File: config.mk
export PLATFORM = sky130hd
export DESIGN_NAME = pe_array_conv_sequencer
export DESIGN_NICKNAME = d
export VERILOG_FILES = /design/src/rtl/pe_array_conv_sequencer.sv
export SDC_FILE = /design/constraint.sdc
export NUM_CORES = 1
export LEC_CHECK = 0
export BUFFER_PORTS_ARGS = -buffer_cell sky130_fd_sc_hd__buf_2
export CORE_MARGIN = 5
export CORE_UTILIZATION = 47
export DETAILED_ROUTE_END_ITERATION = 7
export GPL_ROUTABILITY_DRIVEN = 0
export RECOVER_POWER = 25
export SLEW_MARGIN = 25
export SYNTH_ARGS = -nofsm -noshare
export SYNTH_HDL_FRONTEND = slang
export SYNTH_SLANG_ARGS = --single-unit
File: constraint.sdc
create_clock -name i_clk -period 14.3 [get_ports i_clk]
set_clock_uncertainty 0.2 [all_clocks]
set_input_delay 1.43 -clock i_clk [delete_from_list [all_inputs] [get_ports i_clk]]
set_output_delay 1.43 -clock i_clk [all_outputs]
set_load 0.1 [all_outputs]
File: src/rtl/pe_array_conv_sequencer.sv
// Convolution-pass sequencer for the PE array: filter load, line prime, compute and drain,
// with per-PE strobes paced by the input valid/ready stream.
module pe_array_conv_sequencer #(
    parameter int N_PE      = 8,
    parameter int ROW_W     = 10,
    parameter int DRAIN_CYC = 4
) (
    input  logic             i_clk,
    input  logic             i_rst,
    input  logic             i_start,
    input  logic [ROW_W-1:0] i_cfg_row_length,
    input  logic [ROW_W-1:0] i_cfg_n_rows,
    input  logic [2:0]       i_cfg_ksize,
    input  logic [N_PE-1:0]  i_cfg_pe_mask,
    input  logic             i_cfg_nl_en,
    input  logic             i_in_valid,
    output logic             o_in_ready,
    output logic             o_line_buffer_reset,
    output logic [N_PE-1:0]  o_shifting_filter,
    output logic [N_PE-1:0]  o_shifting_line,
    output logic [N_PE-1:0]  o_mac_enable,
    output logic [N_PE-1:0]  o_adder_enable,
    output logic [N_PE-1:0]  o_nl_enable,
    output logic             o_busy,
    output logic             o_done
);
    localparam int CW = 2 * ROW_W;
    localparam int DW = $clog2(DRAIN_CYC + 1);

    typedef enum logic [2:0] {
        S_IDLE, S_CLEAR, S_LOAD_FILTER, S_LOAD_LINES, S_COMPUTE, S_DRAIN, S_DONE
    } state_t;

    state_t           r_state, w_next;
    logic [ROW_W-1:0] r_row_len, r_n_rows, r_col;
    logic [2:0]       r_ksize;
    logic [N_PE-1:0]  r_mask;
    logic             r_nl_en;
    logic [CW-1:0]    r_beat;
    logic [DW-1:0]    r_drain;
    logic             r_in_ready, r_lbr, r_busy, r_done;

    logic [CW-1:0]    w_k, w_row, w_rows, w_target;
    logic             w_cfg_bad, w_beat, w_last_beat, w_adder_ok;
    logic             w_in_lf, w_in_ll, w_in_co;

    // A 3-bit K field cannot exceed 7, so only K=0 needs rejecting on the K side.
    assign w_cfg_bad = (i_cfg_ksize == 3'd0) || (i_cfg_row_length == '0) ||
                       (i_cfg_n_rows < {{(ROW_W-3){1'b0}}, i_cfg_ksize});

    assign w_k    = {{(CW-3){1'b0}}, r_ksize};
    assign w_row  = {{ROW_W{1'b0}}, r_row_len};
    assign w_rows = {{ROW_W{1'b0}}, r_n_rows};

    always_comb begin
        w_target = '0;
        case (r_state)
            S_LOAD_FILTER: w_target = w_k * w_k;
            S_LOAD_LINES:  w_target = (w_k - 1'b1) * w_row;
            S_COMPUTE:     w_target = (w_rows - w_k + 1'b1) * w_row;
            default:       w_target = '0;
        endcase
    end

    assign w_beat      = r_in_ready & i_in_valid;
    assign w_last_beat = w_beat && ((r_beat + 1'b1) == w_target);
    assign w_in_lf     = (r_state == S_LOAD_FILTER);
    assign w_in_ll     = (r_state == S_LOAD_LINES);
    assign w_in_co     = (r_state == S_COMPUTE);
    // col >= K-1, rearranged to avoid underflow
    assign w_adder_ok  = ({1'b0, r_col} + 1'b1) >= {{(ROW_W-2){1'b0}}, r_ksize};

    always_comb begin
        w_next = r_state;
        case (r_state)
            S_IDLE:        if (i_start) w_next = w_cfg_bad ? S_DONE : S_CLEAR;
            S_CLEAR:       w_next = S_LOAD_FILTER;
            S_LOAD_FILTER: if (w_last_beat) w_next = (r_ksize == 3'd1) ? S_COMPUTE : S_LOAD_LINES;
            S_LOAD_LINES:  if (w_last_beat) w_next = S_COMPUTE;
            S_COMPUTE:     if (w_last_beat) w_next = S_DRAIN;
            S_DRAIN:       if (r_drain == DW'(DRAIN_CYC - 1)) w_next = S_DONE;
            S_DONE:        w_next = S_IDLE;
            default:       w_next = S_IDLE;
        endcase
    end

    always_ff @(posedge i_clk) begin
        if (i_rst) begin
            r_state    <= S_IDLE;
            r_row_len  <= '0;
            r_n_rows   <= '0;
            r_ksize    <= '0;
            r_mask     <= '0;
            r_nl_en    <= 1'b0;
            r_beat     <= '0;
            r_col      <= '0;
            r_drain    <= '0;
            r_in_ready <= 1'b0;
            r_lbr      <= 1'b0;
            r_busy     <= 1'b0;
            r_done     <= 1'b0;
        end else begin
            r_state <= w_next;
            if (r_state == S_IDLE && i_start) begin
                r_row_len <= i_cfg_row_length;
                r_n_rows  <= i_cfg_n_rows;
                r_ksize   <= i_cfg_ksize;
                r_mask    <= i_cfg_pe_mask;
                r_nl_en   <= i_cfg_nl_en;
            end
            if (w_last_beat)
                r_beat <= '0;
            else if (w_beat)
                r_beat <= r_beat + 1'b1;
            if (w_in_co) begin
                if (w_beat)
                    r_col <= ((r_col + 1'b1) == r_row_len) ? '0 : r_col + 1'b1;
            end else begin
                r_col <= '0;
            end
            r_drain <= (r_state == S_DRAIN) ? r_drain + 1'b1 : '0;
            // Status outputs are registered from the next state so they align with r_state.
            r_in_ready <= (w_next == S_LOAD_FILTER) || (w_next == S_LOAD_LINES) ||
                          (w_next == S_COMPUTE);
            r_lbr      <= (w_next == S_CLEAR);
            r_busy     <= (w_next != S_IDLE);
            r_done     <= (w_next == S_DONE);
        end
    end

    assign o_in_ready          = r_in_ready;
    assign o_line_buffer_reset = r_lbr;
    assign o_busy              = r_busy;
    assign o_done              = r_done;

    for (genvar g = 0; g < N_PE; g++) begin : g_lane
        assign o_shifting_filter[g] = r_mask[g] & w_beat & w_in_lf;
        assign o_shifting_line[g]   = r_mask[g] & w_beat & (w_in_ll | w_in_co);
        assign o_mac_enable[g]      = r_mask[g] & w_beat & w_in_co;
        assign o_adder_enable[g]    = r_mask[g] & w_beat & w_in_co & w_adder_ok;
        assign o_nl_enable[g]       = r_mask[g] & w_beat & w_in_co & w_adder_ok & r_nl_en;
    end

endmodule

# [After elaboration in Yosys (flattened, before gate mapping)]
# Cells that the tools add are included.
[word_totals] ff_bits=72 input_bits=36 output_inout_bits=44
[classes] addsub=7 mul=3 n_lt_le_gt_ge=2 n_eq_ne=14 mux=10 bitwise=52 n_reduce_logical=13
[op_table] cell="one-hot mux 20 bit (3 select lines)" count=1
[op_table] cell="AND 1 bit" count=49
[op_table] cell="two-way mux 3 bit" count=7
[op_table] cell="adder 20 x 1 -> 20 bit (second input constant)" count=1
[op_table] cell="== test 20 bit" count=1
[op_table] cell="multiplier 12 x 11 -> 20 bit" count=1
[op_table] cell="one-hot mux 3 bit (6 select lines)" count=1
[op_table] cell="== test 3 x 2 -> 1 bit (second input constant)" count=5
[op_table] cell="multiplier 4 x 11 -> 15 bit" count=1
[op_table] cell="adder 11 x 2 -> 12 bit (second input constant)" count=1
[op_table] cell="== test 3 bit (second input constant)" count=4
[op_table] cell="adder 10 x 1 -> 11 bit (second input constant)" count=1
[op_table] cell=">= comparator 11 x 3 -> 1 bit" count=1
[op_table] cell="subtractor 10 x 3 -> 11 bit" count=1
[op_table] cell="adder 10 x 1 -> 10 bit (second input constant)" count=1
[op_table] cell="== test 10 bit" count=1
[op_table] cell="zero test 10 bit" count=1
[op_table] cell="< comparator 10 x 3 -> 1 bit" count=1
[op_table] cell="two-way mux 10 bit" count=1
[op_table] cell="== test 3 x 1 -> 1 bit (second input constant)" count=3
[op_table] cell="zero test 3 bit" count=2
[op_table] cell="multiplier 3 x 3 -> 6 bit" count=1
[op_table] cell="OR reduction 2 bit" count=3
[op_table] cell="logical OR 1 bit" count=4
[op_table] cell="other kinds (6)" count=8

# [Depth between registers and ports, before layout]
[logic_depth] word_depth=11 ltp_mapped=34 mapped_depth_nobuf=33

# [Worst setup path before layout]
# Ideal clock, no wire load.
[synth_path] path_kind="register -> register" startpoint="register r_ksize[0]" endpoint="register r_in_ready (netlist: o_in_ready)" setup_time_ns=0.117 arrival_time_ns=8.897 t_required_ns=13.983 path_slack_ns=5.085 path_stages_with_launch=30 path_buffers=1 path_cell_list="dfxtp_1 -> ha_1 -> fa_1 -> xnor2_1 -> nand2_1 -> a2111oi_2 -> nand2b_1 -> o21ai_0 -> mux2_2 -> o32ai_1 -> xor2_1 -> nand2_1 -> fa_1 -> fa_1 -> fa_1 -> fa_1 -> fa_1 -> inv_1 -> ha_1 -> clkbuf_1 -> and4b_1 -> a2111oi_2 -> nor3_1 -> xor2_1 -> a2111oi_2 -> o2111ai_1 -> or4_1 -> or4_4 -> a31oi_2 -> o2bb2ai_1"
[synth_via] elab_chain_cells=11 elab_cells_between_ends=20 cone_classes="add/sub (3); mul (3); eq/ne (5); mux (6); reduce/logical (3)"
[synth_lines] element="from (decl)" line_no="36" source="logic [2:0] r_ksize;"
[synth_lines] element="from (signal assigned)" line_no="107" source="r_ksize <= i_cfg_ksize;"
[synth_lines] element="subtractor 10 x 3 -> 11 bit" line_no="60" source="S_COMPUTE: w_target = (w_rows - w_k + 1'b1) * w_row;"
[synth_lines] element="adder 11 x 2 -> 12 bit" line_no="60"
[synth_lines] element="multiplier 12 x 11 -> 20 bit" line_no="60"
[synth_lines] element="one-hot mux 20 bit (3 select lines)" line_no="57" source="case (r_state)"
[synth_lines] element="== test 20 bit" line_no="66" source="assign w_last_beat = w_beat && ((r_beat + 1'b1) == w_target);"
[synth_lines] element="logical AND 1 bit" line_no="66"
[synth_lines] element="two-way mux 3 bit (on tied branches)" line_no="80, 78, 79"
[synth_lines] element="one-hot mux 3 bit (6 select lines) (*)" line_no="75" source="case (r_state)"
[synth_lines] element="== test 3 x 2 -> 1 bit" line_no="123" source="r_in_ready <= (w_next == S_LOAD_FILTER) || (w_next == S_LOAD_LINES) ||"
[synth_lines] element="logical OR 1 bit" line_no="123"
[synth_lines] element="logical OR 1 bit (*)" line_no="123"
[synth_lines] element="to (signal assigned)" line_no="123"
[synth_lines] element="to (decl)" line_no="41" source="logic r_in_ready, r_lbr, r_busy, r_done;"
# Every way passes the cells marked *; elsewhere a longest branch is shown, timed or not.
# A chain may end at the register's enable or synchronous reset.

# [Final worst setup path]
[layout_path] startpoint="register r_ksize[0]" endpoint="register r_beat[3]"
[layout_via] elab_chain_cells=7 elab_cells_between_ends=10 cone_classes="add/sub (3); mul (3); eq/ne (1); mux (1); reduce/logical (2)"
[layout_lines] element="subtractor 10 x 3 -> 11 bit" line_no="60"
[layout_lines] element="adder 11 x 2 -> 12 bit" line_no="60"
[layout_lines] element="multiplier 12 x 11 -> 20 bit" line_no="60"
[layout_lines] element="one-hot mux 20 bit (3 select lines) (*)" line_no="57"
[layout_lines] element="== test 20 bit (*)" line_no="66"
[layout_lines] element="logical AND 1 bit (*)" line_no="66"
[layout_lines] element="OR reduction 2 bit (no source line) (*)"
[layout_lines] element="to (signal assigned)" line_no="114" source="r_beat <= r_beat + 1'b1;"
[layout_lines] element="to (decl)" line_no="39" source="logic [CW-1:0] r_beat;"
# Marked as above.

==> metrics.md <==
| Metric | Value |
|---|---|
| Routed len/inst | `17.6 um` |
| CTS tree | `yes` |
| Failing checks | `max-capacitance violations, max-slew violations` |
| Setup TNS | `0 ns` |
| Final Max Slew Viols | `46` |
| Most used cell, CP | `fa_1` |
| Synthesis-to-layout area growth | `8.54%` |
| Die height | `162 um` |
| Maximum vdd drop | `0.0705 mV` |
| Slew Limit Headroom | `-30.8%` |
| Fin crit period | `10.55 ns` |
| Worst path max stage delay | `0.68 ns` |
| Clock-pin slew on the worst setup and hold paths | `0.06 ns` |
| Die width | `162 um` |
| Number of antenna violations at the first check in global routing | `0` |
| Drt pass-1 iters | `5` |
| RSZ-0062 raised after global routing | `false` |
| Largest net degree at the start of global routing | `46` |
| Vias/cell | `5.58` |
| CP max stage cell | `xor2_1` |
| Vias | `9239` |
| Grt total ovfl | `0` |
| Detailed Place HPWL | `22600 um` |
| CTS Sinks | `72` |
| Power Density | `116 nW/um2` |
| Req. time, crit path | `14.31 ns` |
| Max-cap viol count | `1` |
| Antenna cells | `0` |
| Period utilisation layout | `73.8%` |
| Resize count post-CTS | `0` |
| Root buffer cell | `clkbuf_16` |
| Netlist cell types | `84` |
| Synth Register Bits | `72` |
| R2R Path Start | `r_ksize[0]$_SDFFE_PP0P_` |
| Clk buf depth | `2` |
| Initial core utilization | `47.8%` |
| Asr flop ratio synth | `0%` |
| Skew-Pair Late Insertion Delay | `0.34 ns` |
| Most frequent cells in the layout | `nand2_1 (162), nor2_1 (129), inv_1 (121)` |
| Hold path startpoint | `r_drain[0]$_SDFF_PP0_` |
| DR DRC count | `0` |
| Post-synth EDFFs | `0` |
| Top-Level Pins | `80` |
| Core area | `22600 um2` |
| Startpoint types | `register` |
| Detailed Route WL | `29100 um` |
| Fmax | `0.0948 GHz` |
| Crit path from | `r_ksize[0]$_SDFFE_PP0P_` |
| Final ANT Viol Nets | `0` |
| Layout cells sized above 1 | `10.1%` |
| Input/output buffers | `79` |
| Synth Warn # | `0` |
| Main synth FF type | `dfxtp_1` |
| Die ar. | `26100 um2` |
| Synth Net Count | `1572` |
| LEAKAGE | `4.88 nW` |
| Clock buffer count from CTS | `9` |
| Status | `complete, but fails checks` |
| Cts hold-fix bufs | `0` |
| Row cnt | `55` |
| Hold Violations, Final | `0` |
| Worst-Margin Slew | `1.96 ns` |
| WP buf/inv | `1` |
| Final nets | `1613` |
| DR iter-0 viols | `643` |
| Fin util | `51.9%` |
| Setup CP Type | `reg2reg` |
| Hold_ws | `0.231 ns` |
| Most common cell after layout, fill and taps aside | `nand2_1` |
| First-pass GRT wire length | `48900 um` |
| Worst Hold Class | `reg2reg` |
| Crit path capture type | `register` |
| Crit path DAT | `10.56 ns` |
| Synthesized netlist cell count | `1326` |
| Overall Global Routing Usage | `23.1%` |
| Setup Fix Bufs, Post-CTS | `0` |
| Cell area after synthesis | `10800 um2` |
| Delay-heaviest family, CP | `adder cells` |
| Number of global-route vias before repair | `9518` |
| Setup violators final | `0` |
| Post-synthesis sequential area ratio | `13.3%` |
| Avg Cell Area, Syn | `8.16 um2` |
| Number of H-tree levels | `3` |
| Crit Path Max Fanout | `20` |
path summary, 6_finish.rpt:
| path | cells past startpoint | end | slack (ns) |
|---|---|---|---|
| max | 28 | r_beat[3]$_SDFFE_PP0P_ | 3.75 |
| min | 1 | r_drain[0]$_SDFF_PP0_ | 0.23 |
| max reg2reg | 28 | r_beat[3]$_SDFFE_PP0P_ | 3.75 |
| min reg2reg | 1 | r_drain[0]$_SDFF_PP0_ | 0.23 |
synth_stat cells, types with 10 or more instances:
library cell	instances	area, um2
nand2_1	162	608
nor2_1	129	484
inv_1	121	454
fa_1	117	2340
ha_1	93	1160
and2_1	72	450
dfxtp_1	72	1440
a21oi_1	63	315
xnor2_1	59	517
clkbuf_1	50	188
xor2_1	45	394
nor2b_1	29	181
o21ai_0	29	145
nand3_1	28	140
nor3_1	27	135
nand2b_1	17	106
nand4_1	13	81.3
and3_1	10	62.6
flip-flops by register name (all words and copies together), names as in the netlist, 3 cells and up:
signal	cells
r_mask	8
r_beat	20
r_col	10
r_state	3
r_n_rows	10
r_drain	3
r_ksize	3
r_row_len	10
logic make-up (layout without fill, tap and decap cells):
logic type	count (synthesis)	count (layout)	synth area share (%)
AO/OA/AOI/OAI	195	195	12.4
XOR/XNOR	106	106	8.84
adder cells (fa/ha/maj)	210	210	32.4
buffers and inverters	184	229	6.67
flip-flops	72	72	13.3
multiplexers	10	10	0.949
AND/OR/NAND/NOR	549	549	25.4
report_power, final:
group	leakage (nW)	internal, W	total, W	switching, W
clock network	0.155	0.000157	0.000247	0.0000900
registers	0.586	0.000214	0.000241	0.0000269
logic	4.14	0.000331	0.000869	0.000538
total	4.88	0.000702	0.00136	0.000655
stage by stage:
| stage | cells | cell area, um2 | total power (W) | setup WS (ns) |
|---|---|---|---|---|
| 2_1_floorplan | 1326 | 10800 | 0.000889 | 5.09 |
| 3_3_place_gp | 1641 | 11400 | 0.00110 | 4.16 |
| 3_5_place_dp | 1641 | 11400 | 0.00111 | 3.84 |
| 4_1_cts | 1656 | 11700 | 0.00136 | 3.79 |
| 5_1_grt | 1656 | 11700 | 0.00149 | 3.13 |
| 6_report | 1656 | 11700 | 0.00136 | 3.75 |
area by class of cell:
class / count / area, um2
clock buffers: 10 / 239
clock inverters: 5 / 81.3
fillers: 2183 / 10900
inverters: 121 / 454
well taps: 285 / 357
multi-input cells: 1070 / 8670
repair buffers: 93 / 494
flip-flops and latches: 72 / 1440
routing by layer:
layer / vias up / routed length [um] / global-route usage, %
met2: 232 / 13600 / 38.7
met3: 47 / 1530 / 3.07
met1: 4463 / 13100 / 30.9
li1: 4497 / - / -
met4: 0 / 914 / 7.92
met5: - / 0 / 0
Power figures use the tool's default switching activity.
